**src/rtl/mar_addr_seq.sv**
```systemverilog
// mar_addr_seq: memory address sequencer for the LC3 datapath.
// Selects adder result or trap vector, registers it into MAR and, in
// indirect modes, fetches a pointer from memory and reloads MAR from MDR.
// A bounded wait counter converts a stalled pointer read into a Fault pulse.
//
// Handshake: Start is a request sampled only while Busy=0 (IDLE); there is
// no back-pressure beyond Busy, and requests seen while Busy=1 are dropped.
// Mem_Req stays high for every FETCH cycle and Mem_Ready completes the read
// on the edge where both are high. Valid is a one-cycle completion pulse.
module mar_addr_seq #(
  parameter int                 ADDR_W   = 16,
  parameter int                 VEC_W    = 8,
  parameter logic [ADDR_W-1:0]  VEC_BASE = '0,
  parameter int                 MAX_WAIT = 15
) (
  input  logic              CLK,
  input  logic              RESET,
  input  logic [ADDR_W-1:0] Adder,
  input  logic [ADDR_W-1:0] IR,
  input  logic [ADDR_W-1:0] MDR,
  input  logic [1:0]        Mode,
  input  logic              Start,
  input  logic              Mem_Ready,
  output logic [ADDR_W-1:0] MAR,
  output logic              Mem_Req,
  output logic              Busy,
  output logic              Valid,
  output logic              Fault,
  output logic [1:0]        state_dbg
);

  localparam int CNT_W = $clog2(MAX_WAIT + 1);

  typedef enum logic [1:0] {
    S_IDLE  = 2'd0,
    S_FETCH = 2'd1,
    S_DONE  = 2'd2
  } state_t;

  state_t             state, state_d;
  logic [ADDR_W-1:0]  mar_d;
  logic [CNT_W-1:0]   cnt, cnt_d;
  logic               fault_q, fault_d;
  logic [ADDR_W-1:0]  vec_addr;
  logic [ADDR_W-1:0]  first_addr;
  logic               ir_unused;

  // Upper IR bits never feed the vector; bits above VEC_W come only from VEC_BASE.
  assign ir_unused  = ^IR[ADDR_W-1:VEC_W];
  assign vec_addr   = VEC_BASE | {{(ADDR_W-VEC_W){1'b0}}, IR[VEC_W-1:0]};
  assign first_addr = Mode[0] ? vec_addr : Adder;

  // State, MAR, wait counter and latched fault flag; async reset abandons any fetch.
  always_ff @(posedge CLK or posedge RESET) begin
    if (RESET) begin
      state   <= S_IDLE;
      MAR     <= '0;
      cnt     <= '0;
      fault_q <= 1'b0;
    end else begin
      state   <= state_d;
      MAR     <= mar_d;
      cnt     <= cnt_d;
      fault_q <= fault_d;
    end
  end

  // Next-state logic: accept in IDLE, wait for the pointer in FETCH, report in DONE.
  always_comb begin
    state_d = state;
    mar_d   = MAR;
    cnt_d   = cnt;
    fault_d = fault_q;
    case (state)
      S_IDLE: begin
        fault_d = 1'b0;
        if (Start) begin
          mar_d   = first_addr;
          cnt_d   = '0;
          state_d = Mode[1] ? S_FETCH : S_DONE;
        end
      end
      S_FETCH: begin
        if (Mem_Ready) begin
          // Ready on the last allowed cycle still wins over the timeout.
          mar_d   = MDR;
          fault_d = 1'b0;
          state_d = S_DONE;
        end else if (cnt == CNT_W'(MAX_WAIT - 1)) begin
          // Counter saturates at MAX_WAIT; MAR keeps the pointer address.
          cnt_d   = cnt + CNT_W'(1);
          fault_d = 1'b1;
          state_d = S_DONE;
        end else begin
          cnt_d = cnt + CNT_W'(1);
        end
      end
      S_DONE: begin
        state_d = S_IDLE;
      end
      default: begin
        state_d = S_IDLE;
      end
    endcase
  end

  // Status outputs decode registered state only, so they cannot glitch.
  assign Mem_Req   = (state == S_FETCH);
  assign Busy      = (state != S_IDLE);
  assign Valid     = (state == S_DONE);
  assign Fault     = (state == S_DONE) && fault_q;
  assign state_dbg = state;

endmodule

```
**config.mk**
```make
export PLATFORM = sky130hd
export DESIGN_NAME = mar_addr_seq
export DESIGN_NICKNAME = d
export VERILOG_FILES = /design/src/rtl/mar_addr_seq.sv
export SDC_FILE = /design/constraint.sdc
export NUM_CORES = 1
export LEC_CHECK = 0
export ABC_CLOCK_PERIOD_IN_PS = 1300
export BUFFER_PORTS_ARGS = -buffer_cell sky130_fd_sc_hd__buf_4
export CORE_MARGIN = 2
export CORE_UTILIZATION = 35
export DETAILED_ROUTE_END_ITERATION = 10
export PLACE_DENSITY = 0.71
export SLEW_MARGIN = 40
export SYNTH_ARGS = -nofsm -noshare
export SYNTH_HDL_FRONTEND = slang
export SYNTH_SLANG_ARGS = --single-unit
```
**constraint.sdc**
```tcl
create_clock -name CLK -period 1.3 [get_ports CLK]
set_input_delay 0.195 -clock CLK [delete_from_list [all_inputs] [get_ports CLK]]
set_output_delay 0.195 -clock CLK [all_outputs]
set_load 0.01 [all_outputs]
```
# After elaboration in Yosys (flattened, before gate mapping)
# Cells that the tools add are included.
dict set report word_totals {
  register_bits 23
  word_cells 35
  out_inout_bits 22
  inputBits 54
}
dict set report op_classes {
  n_reduce_logical 8
  add_sub_neg 1
  n_mux 15
  n_eq_ne 7
}
# cell n
set op_table {}
lappend op_table {{2-to-1 mux 16 bit} 3}
lappend op_table {{case mux 16 bit (2 select lines)} 1}
lappend op_table {{2-to-1 mux 2 bit} 4}
lappend op_table {{2-to-1 mux 4 bit} 2}
lappend op_table {{case mux 4 bit (2 select lines)} 1}
lappend op_table {{inequality test 2 bit, second input constant} 3}
lappend op_table {{AND reduction 3 bit} 2}
lappend op_table {{adder 4 x 1 -> 4 bit, second input constant} 1}
lappend op_table {{equality test 4 bit, second input constant} 1}
lappend op_table {{case mux 2 bit (2 select lines)} 1}
lappend op_table {{AND reduction 2 bit} 2}
lappend op_table {{nonzero test 2 bit} 2}
lappend op_table {{inequality test 3 x 2 -> 1 bit, second input constant} 1}
lappend op_table {{equality test 2 x 1 -> 1 bit, second input constant} 1}
lappend op_table {{equality test 2 bit, second input constant} 1}
lappend op_table {{logical NOT 2 bit} 1}
lappend op_table {{2-to-1 mux 1 bit} 2}
lappend op_table {{case mux 1 bit (2 select lines)} 1}
lappend op_table {{logical AND 1 bit} 1}

# Longest topological paths before layout
# Gate-level depths: netlist of the first run.
dict set report depth {
  ltp_word 4
  depth_mapped 5
  ltp_nobuf 5
}

# Worst setup path before layout of the first run
# Ideal clock, no wire load.
dict set report synth_timing {
  path_kind {flip-flop to flip-flop}
  start {register state[0], in the netlist state_dbg[0]}
  end {register MAR[10]}
  path_stages_with_launch 6
  synth_period_minus_slack_ns 1.378
  n_path_buf 2
  path_slack_ns -0.078
  setup_ns 0.125
  t_arrival_ns 1.253
  required_ns 1.175
  cell_sequence {dfrtp_1 > mux2i_2 > or2_1 > buf_2 > buf_6 > o21ai_2}
}
dict set report synth_between {
  elab_chain_cells 3
  elab_cells_between_ends 7
  classes_between {3 x eq/ne; 1 x mux; 3 x reduce/logical}
}
# item line
set synth_rtl {}
lappend synth_rtl {{from (decl)} 40} ;# state_t state, state_d;
lappend synth_rtl {{from (signal assigned)} 61} ;# state <= state_d;
lappend synth_rtl {{equality test 2 x 1 -> 1 bit or logical NOT 2 bit (tied branches)} 74} ;# case (state)
lappend synth_rtl {{inequality test 2 bit (no source line) or nonzero test 2 bit (tied branches)} -}
lappend synth_rtl {{AND reduction 3 bit (no source line)} -}
lappend synth_rtl {{to (signal assigned)} 62} ;# MAR <= mar_d;
lappend synth_rtl {{to (decl)} 24} ;# output logic [ADDR_W-1:0] MAR,
# Several ways; a longest one is shown, not always the timed one.
# A chain may end at the register's enable or synchronous reset.

# Worst setup path after layout of the first run
dict set report layout_timing {
  start {register state[0], in the netlist state_dbg[0]}
  end {output Busy}
}
dict set report layout_between {
  elab_chain_cells 1
}
# item line
set layout_rtl {}
lappend layout_rtl {{nonzero test 2 bit} 109} ;# assign Busy = (state != S_IDLE);
lappend layout_rtl {{to (decl)} 26} ;# output logic Busy,
# Every way passes these cells.

==> results of run 1 <==
## per-layer routing
metal | vias to the layer above | global-route usage [%]
li1 | 640 | -
met1 | 584 | 22.6
met2 | 32 | 30.4
met3 | 4 | 2.87
met4 | 0 | 6.12
met5 | - | 0
## placed cells by master (no fill, tap or decap), types with 2 or more instances in the layout
cell and count:
buf_4 75, dfrtp_1 20, mux2i_1 16, o21ai_1 15
o21ai_2 12, nor2b_1 10, o21ai_0 8, buf_6 7
mux2_2 6, inv_1 4, nand2_1 4, a21oi_1 3
nor2_1 3, clkbuf_8 3, dfrtp_2 3, buf_12 3
mux2i_2 2, or2_4 2, nor3_1 2, nand3_1 2
mux2_1 2, ha_1 2
## state kept, by name, indices dropped and copies added, names as in the netlist
signal	cells
state_dbg	2
cnt	4
fault_q	1
MAR	16
## cell type report
cell class / count / area (um2)
clock buffer: 3 / 41.3
clock inverter: 1 / 5.00
fill: 341 / 1550
inverter: 5 / 18.8
multi-input combinational: 98 / 751
sequential: 23 / 579
tap: 48 / 60.1
timing repair buffer: 86 / 712
## worst max-delay path, stage by stage (launching register included)
cell     delay [ns]
dfrtp_2        0.43
buf_6          0.14
or2_4          0.22
buf_6          0.12
## what timing repair did
action                                 in CTS  in global routing
setup endpoints to repair                   5                 21
endpoints found under the hold margin      23                  0
resized for setup                          17                 14
pin swaps                                   7                  0
setup buffers                               6                  2
hold buffers                                1                  0
gates cloned                                0                  0
## stage by stage
| step | cell area (um2) | cells | utilization, % | power (mW) | worst slack [ns] |
|---|---|---|---|---|---|
| CTS | 2150 | 263 | 57.9 | 2.89 | -0.0669 |
| finish | 2170 | 264 | 58.3 | 2.89 | -0.0648 |
| detailed placement | 2010 | 252 | 54.0 | 2.32 | 0.0182 |
| global route | 2170 | 264 | 58.3 | 3.08 | -0.0978 |
| global placement | 2010 | 252 | 54.0 | 2.29 | 0.0588 |
| floorplan | 1380 | 136 | - | 1.67 | -0.0235 |
## where the power goes
group	internal [mW]	switching [mW]
registers	0.912	0.114
clock network	0.214	0.228
logic	0.790	0.632
## worst paths after layout
check	to	slack, ns	cells after the start
setup / recovery	Busy	-0.06	3
hold / removal	MAR[14]	0.21	3
max in group asynchronous	state_dbg[0]	0.51	4
setup reg to reg	MAR[13]	-0.04	5
min in group asynchronous	MAR[4]	0.54	4
hold reg to reg	MAR[10]	0.50	2
## cells by family (layout without fill, tap and decap cells)
family / after synthesis / in the layout / synth area share, %
AOI/OAI and AO/OA: 43 / 43 / 19.7
buffers and inverters: 15 / 95 / 5.32
adders and majority gates: 2 / 2 / 1.83
DFF: 23 / 23 / 42.2
and+or+nand+nor: 27 / 27 / 10.9
muxes: 26 / 26 / 20.1
==> results.py, run 1 <==
metrics = {
    "synth": {
        "ys_seq_elements": 23,
        "synth.area.top_cells": "dfrtp_1 42%, mux2i_1 12%, o21ai_0 7.0%, o21ai_2 6.4%, nor2b_1 5.0%",
        "yosys_warnings": 0,
        "synth_cell_types": 29,
        "synthFlopType": "dfrtp_1",
        "synthTopCellsByCount": "23 x dfrtp_1, 19 x o21ai_0, 17 x mux2i_1",
        "synth_top_area_share_pct": 42.2,
        "synth-edff-count": 0,
        "synthesis.instances": 136,
        "avgSynthCellArea_um2": 10.0,
        "synth_most_common_cell": "dfrtp_1",
        "synth_nets": 192,
        "synth_top_cell_by_area": "dfrtp_1",
        "synth_seq_area_share_pct": 42.2,
        "postSynth.asyncResetShare_pct": 100,
        "synth_area_um2": 1370,
    },
    "floorplanning": {
        "boundaryPins": 76,
        "die_h_um": 66.5,
        "die_w_um": 66.5,
        "die_area_um2": 4420,
        "start_util_pct": 36.7,
        "core_region_area_um2": 3720,
        "rows": 22,
    },
    "sta": {
        "drv_slew": 0,
        "rsz0062_at_grt": "yes",
        "tightest_slew_ns": 0.353,
        "hold_ws_ns": 0.206,
        "finalWorstPathRequiredPeriod_ns": 1.36,
        "max_freq_mhz": 733,
        "setup_viol": 15,
        "tns_ns": -0.301,
        "slew_headroom_pct": 76.4,
        "hold_viol_final": 0,
        "fin_skew_ns": 0.00114,
        "postLayoutSetupSlackWorst_ns": -0.0648,
        "fin_crit_sh_pct": 105,
    },
    "pwr": {
        "leakagePower_nw": 1.09,
        "power.density_nw_per_um2": 1330,
        "vdd_ir_drop_max_mv": 0.503,
    },
    "grt": {
        "grt_pass1_wl_um": 5930,
        "grt_pass1_vias": 1255,
        "grt_max_degree": 24,
        "antenna_found_initial": 0,
        "track_usage_pct": 17.8,
        "overflow": 0,
    },
    "drt": {
        "drt-met1-wl_um": 1520,
        "routed_wirelength_um": 3520,
        "vias_per_cell": 4.77,
        "first_pass_iters": 4,
        "drcViolationCount": 0,
        "vias": 1260,
        "wl_met3_um": 152,
        "wire_per_inst_um": 13.3,
        "routed.top_layer": "met4",
        "wl_met2_um": 1800,
        "drt-initial-drc-count": 43,
        "ant_nets": 0,
    },
    "setup_path": {
        "cp-start-kind": "flip-flop",
        "cp-end-kind": "output port",
        "cp_data_required_time_ns": 1.11,
        "critPathMaxFanout": 5,
        "worst_r2r_startpoint": "state_dbg[0]",
        "critical_path_class": "reg2out",
        "cp.arrival_ns": 1.17,
        "critPathLaunch": "state_dbg[0]",
    },
    "run_status": {
        "failed_checks": "setup timing",
        "outcome": "complete, but fails checks",
    },
    "clock_tree": {
        "worstSkewPairLatency_ns": 0.26,
        "numCtsBuffers": 3,
        "htree_levels": 1,
        "clk_pin_slew_ns": 0.08,
        "clock_path_buffers": 2,
        "cts_tree": "yes",
        "cts.sinks": 23,
        "clock-root-buffer": "clkbuf_8",
    },
    "cells_and_area": {
        "num_antenna_cells": 0,
        "synthToLayoutAreaGrowth_pct": 58.8,
        "num-nets-final": 273,
        "drive_gt1_share_pct": 54.6,
    },
    "placed_design": {
        "port_buffers": 67,
        "place_hpwl_um": 2650,
        "place_congestion": 0.745,
    },
    "job": {
        "drv_cap": 0,
    },
    "min_path": {
        "worstHoldStart": "MDR[14]",
        "holdCritPathClass": "in2reg",
    },
}
(Power assumes the default switching activity.)
==> inputs of run 2 (changes only) <==
- CELL_PAD_IN_SITES_DETAIL_PLACEMENT: not set -> 0
- CELL_PAD_IN_SITES_GLOBAL_PLACEMENT: not set -> 1
- CORE_UTILIZATION: 35 -> 28
- PLACE_DENSITY: 0.71 -> 0.77
- SKIP_CTS_REPAIR_TIMING: not set -> 1
==> run 2 against run 1 <==
Effect of this change: the run ends with hold timing, setup timing left; largest cell class unchanged; final area is 3.5% higher; largest power group unchanged; clock skew is essentially flat; sequential power barely moved; register-to-register slack got worse by 0.02 ns.
==> results.py, run 2 (synthesis gave the netlist of run 1 again) <==
metrics = {
    "run_status": {
        "outcome": "complete, but fails checks",
        "failed_checks": "hold timing, setup timing",
    },
    "floorplanning": {
        "start_util_pct": 28.9,
        "die_w_um": 73.8,
        "boundaryPins": 76,
        "core_region_area_um2": 4720,
        "die_h_um": 73.8,
        "rows": 25,
        "die_area_um2": 5450,
    },
    "grt": {
        "overflow": 0,
        "grt_max_degree": 24,
        "track_usage_pct": 13.1,
        "grt_pass1_wl_um": 5530,
        "grt_pass1_vias": 1225,
        "antenna_found_initial": 0,
    },
    "drt": {
        "drcViolationCount": 0,
        "wl_met2_um": 1770,
        "wire_per_inst_um": 12.2,
        "wl_met3_um": 229,
        "vias": 1280,
        "first_pass_iters": 4,
        "drt-initial-drc-count": 45,
        "vias_per_cell": 4.46,
        "drt-met1-wl_um": 1490,
        "ant_nets": 0,
        "routed_wirelength_um": 3500,
        "routed.top_layer": "met4",
    },
    "pwr": {
        "leakagePower_nw": 1.09,
        "seq_power_share_pct": 35.8,
        "p_sw_mw": 0.994,
        "swShare_pct": 33.8,
        "vdd_ir_drop_max_mv": 0.545,
        "internal_power_mw": 1.94,
        "p_total_mw": 2.94,
        "power.density_nw_per_um2": 1310,
        "clkPwrFrac_pct": 14.8,
        "combPwrFrac_pct": 49.3,
    },
    "sta": {
        "postLayoutSetupSlackWorst_ns": -0.108,
        "hold_viol_final": 23,
        "tightest_slew_ns": 0.314,
        "max_freq_mhz": 710,
        "rsz0062_at_grt": "yes",
        "drv_slew": 0,
        "setup_viol": 16,
        "finalWorstPathRequiredPeriod_ns": 1.41,
        "hold_ws_ns": -0.0215,
        "slew_headroom_pct": 79.1,
        "fin_skew_ns": 0.00152,
        "fin_crit_sh_pct": 108,
    },
    "cells_and_area": {
        "synthToLayoutAreaGrowth_pct": 64.3,
        "regMostFlops": "MAR",
        "final_util_pct": 47.5,
        "instances_no_fill": 287,
        "largest_register_ffs": 16,
        "final_common_cell": "buf_4",
        "num-nets-final": 277,
        "final_cell_mix": "79 x buf_4, 22 x dfrtp_1, 15 x o21ai_2",
        "drive_gt1_share_pct": 58.6,
        "num_antenna_cells": 0,
    },
    "placed_design": {
        "place_hpwl_um": 2700,
        "port_buffers": 67,
        "place_congestion": 0.662,
        "placed_cells": 275,
    },
    "setup_path": {
        "cp_slowest_cell": "dfrtp_2",
        "cp_cell_sequence": "buf_6, or2_4, buf_6",
        "critPathMaxStageDelay_ns": 0.47,
        "cp_data_required_time_ns": 1.11,
        "cp-end-kind": "output port",
        "cp-start-kind": "flip-flop",
        "cpMostUsedCell": "buf_6",
        "critPathMaxFanout": 5,
        "cp.arrival_ns": 1.21,
        "critical_path_class": "reg2out",
    },
    "clock_tree": {
        "htree_levels": 1,
        "clk_pin_slew_ns": 0.08,
        "clock_path_buffers": 2,
        "worstSkewPairLatency_ns": 0.26,
        "cts_tree": "yes",
        "cts.sinks": 23,
        "clock-root-buffer": "clkbuf_8",
        "numCtsBuffers": 3,
    },
    "job": {
        "drv_cap": 0,
    },
    "min_path": {
        "holdCritPathClass": "in2async",
    },
}
-- run 2: stage by stage --
step / TNS (ns) / cell area [um2] / worst slack (ns) / hold slack, ns
2_1_floorplan: -0.235 / 1380 / -0.0235 / 0.197
4_1_cts: -0.630 / 2070 / -0.216 / -0.0176
3_5_place_dp: 0 / 2020 / 0.00510 / 0.269
5_1_grt: -2.01 / 2240 / -0.149 / 0.00455
3_3_place_gp: 0 / 2020 / 0.0394 / 0.270
6_report: -0.578 / 2240 / -0.108 / -0.0215
-- run 2: critical path: cells and delay by family (launching register included) --
kind                   cells  cell delay [ns]
DFF                        1             0.47
buffers and inverters      2             0.27
and+or+nand+nor            1             0.22
-- run 2: layer usage --
layer  global-route usage [%]  up-vias
li1                         -      647
met1                     16.8      598
met2                     21.8       33
met3                     3.70        2
met4                     3.03        0
met5                        0        -
-- run 2: final cells by class --
type / count / area (um2)
timing repair buffer: 90 / 726
sequential: 23 / 577
multi-input combinational: 98 / 792
tap: 67 / 83.8
inverter: 5 / 18.8
fill: 456 / 2480
clock buffer: 4 / 45.0
-- run 2: path summary, 6_finish.rpt --
| check | startpoint | endpoint | slack [ns] | depth (start not counted) |
|---|---|---|---|---|
| worst min-delay path | RESET | cnt[2] | -0.02 | 3 |
| worst max-delay path | state_dbg[0] | Busy | -0.11 | 3 |
| min in group CLK | MDR[1] | MAR[1] | 0.21 | 3 |
| worst min register to register | MAR[5] | MAR[5] | 0.50 | 2 |
| max in group asynchronous | RESET | state_dbg[0] | 1.07 | 3 |
| worst max register to register | state_dbg[1] | MAR[13] | -0.06 | 5 |
-- run 2: power by group through the flow --
| stage | sequential, mW | clock [mW] | combinational (mW) |
|---|---|---|---|
| 6_report | 1.05 | 0.436 | 1.45 |
| 5_1_grt | 1.09 | 0.475 | 1.58 |
| 4_1_cts | 1.03 | 0.449 | 1.27 |
| 3_5_place_dp | 1.04 | 0 | 1.26 |
| 3_3_place_gp | 1.03 | 0 | 1.25 |
| 2_1_floorplan | 1.11 | 0 | 0.559 |
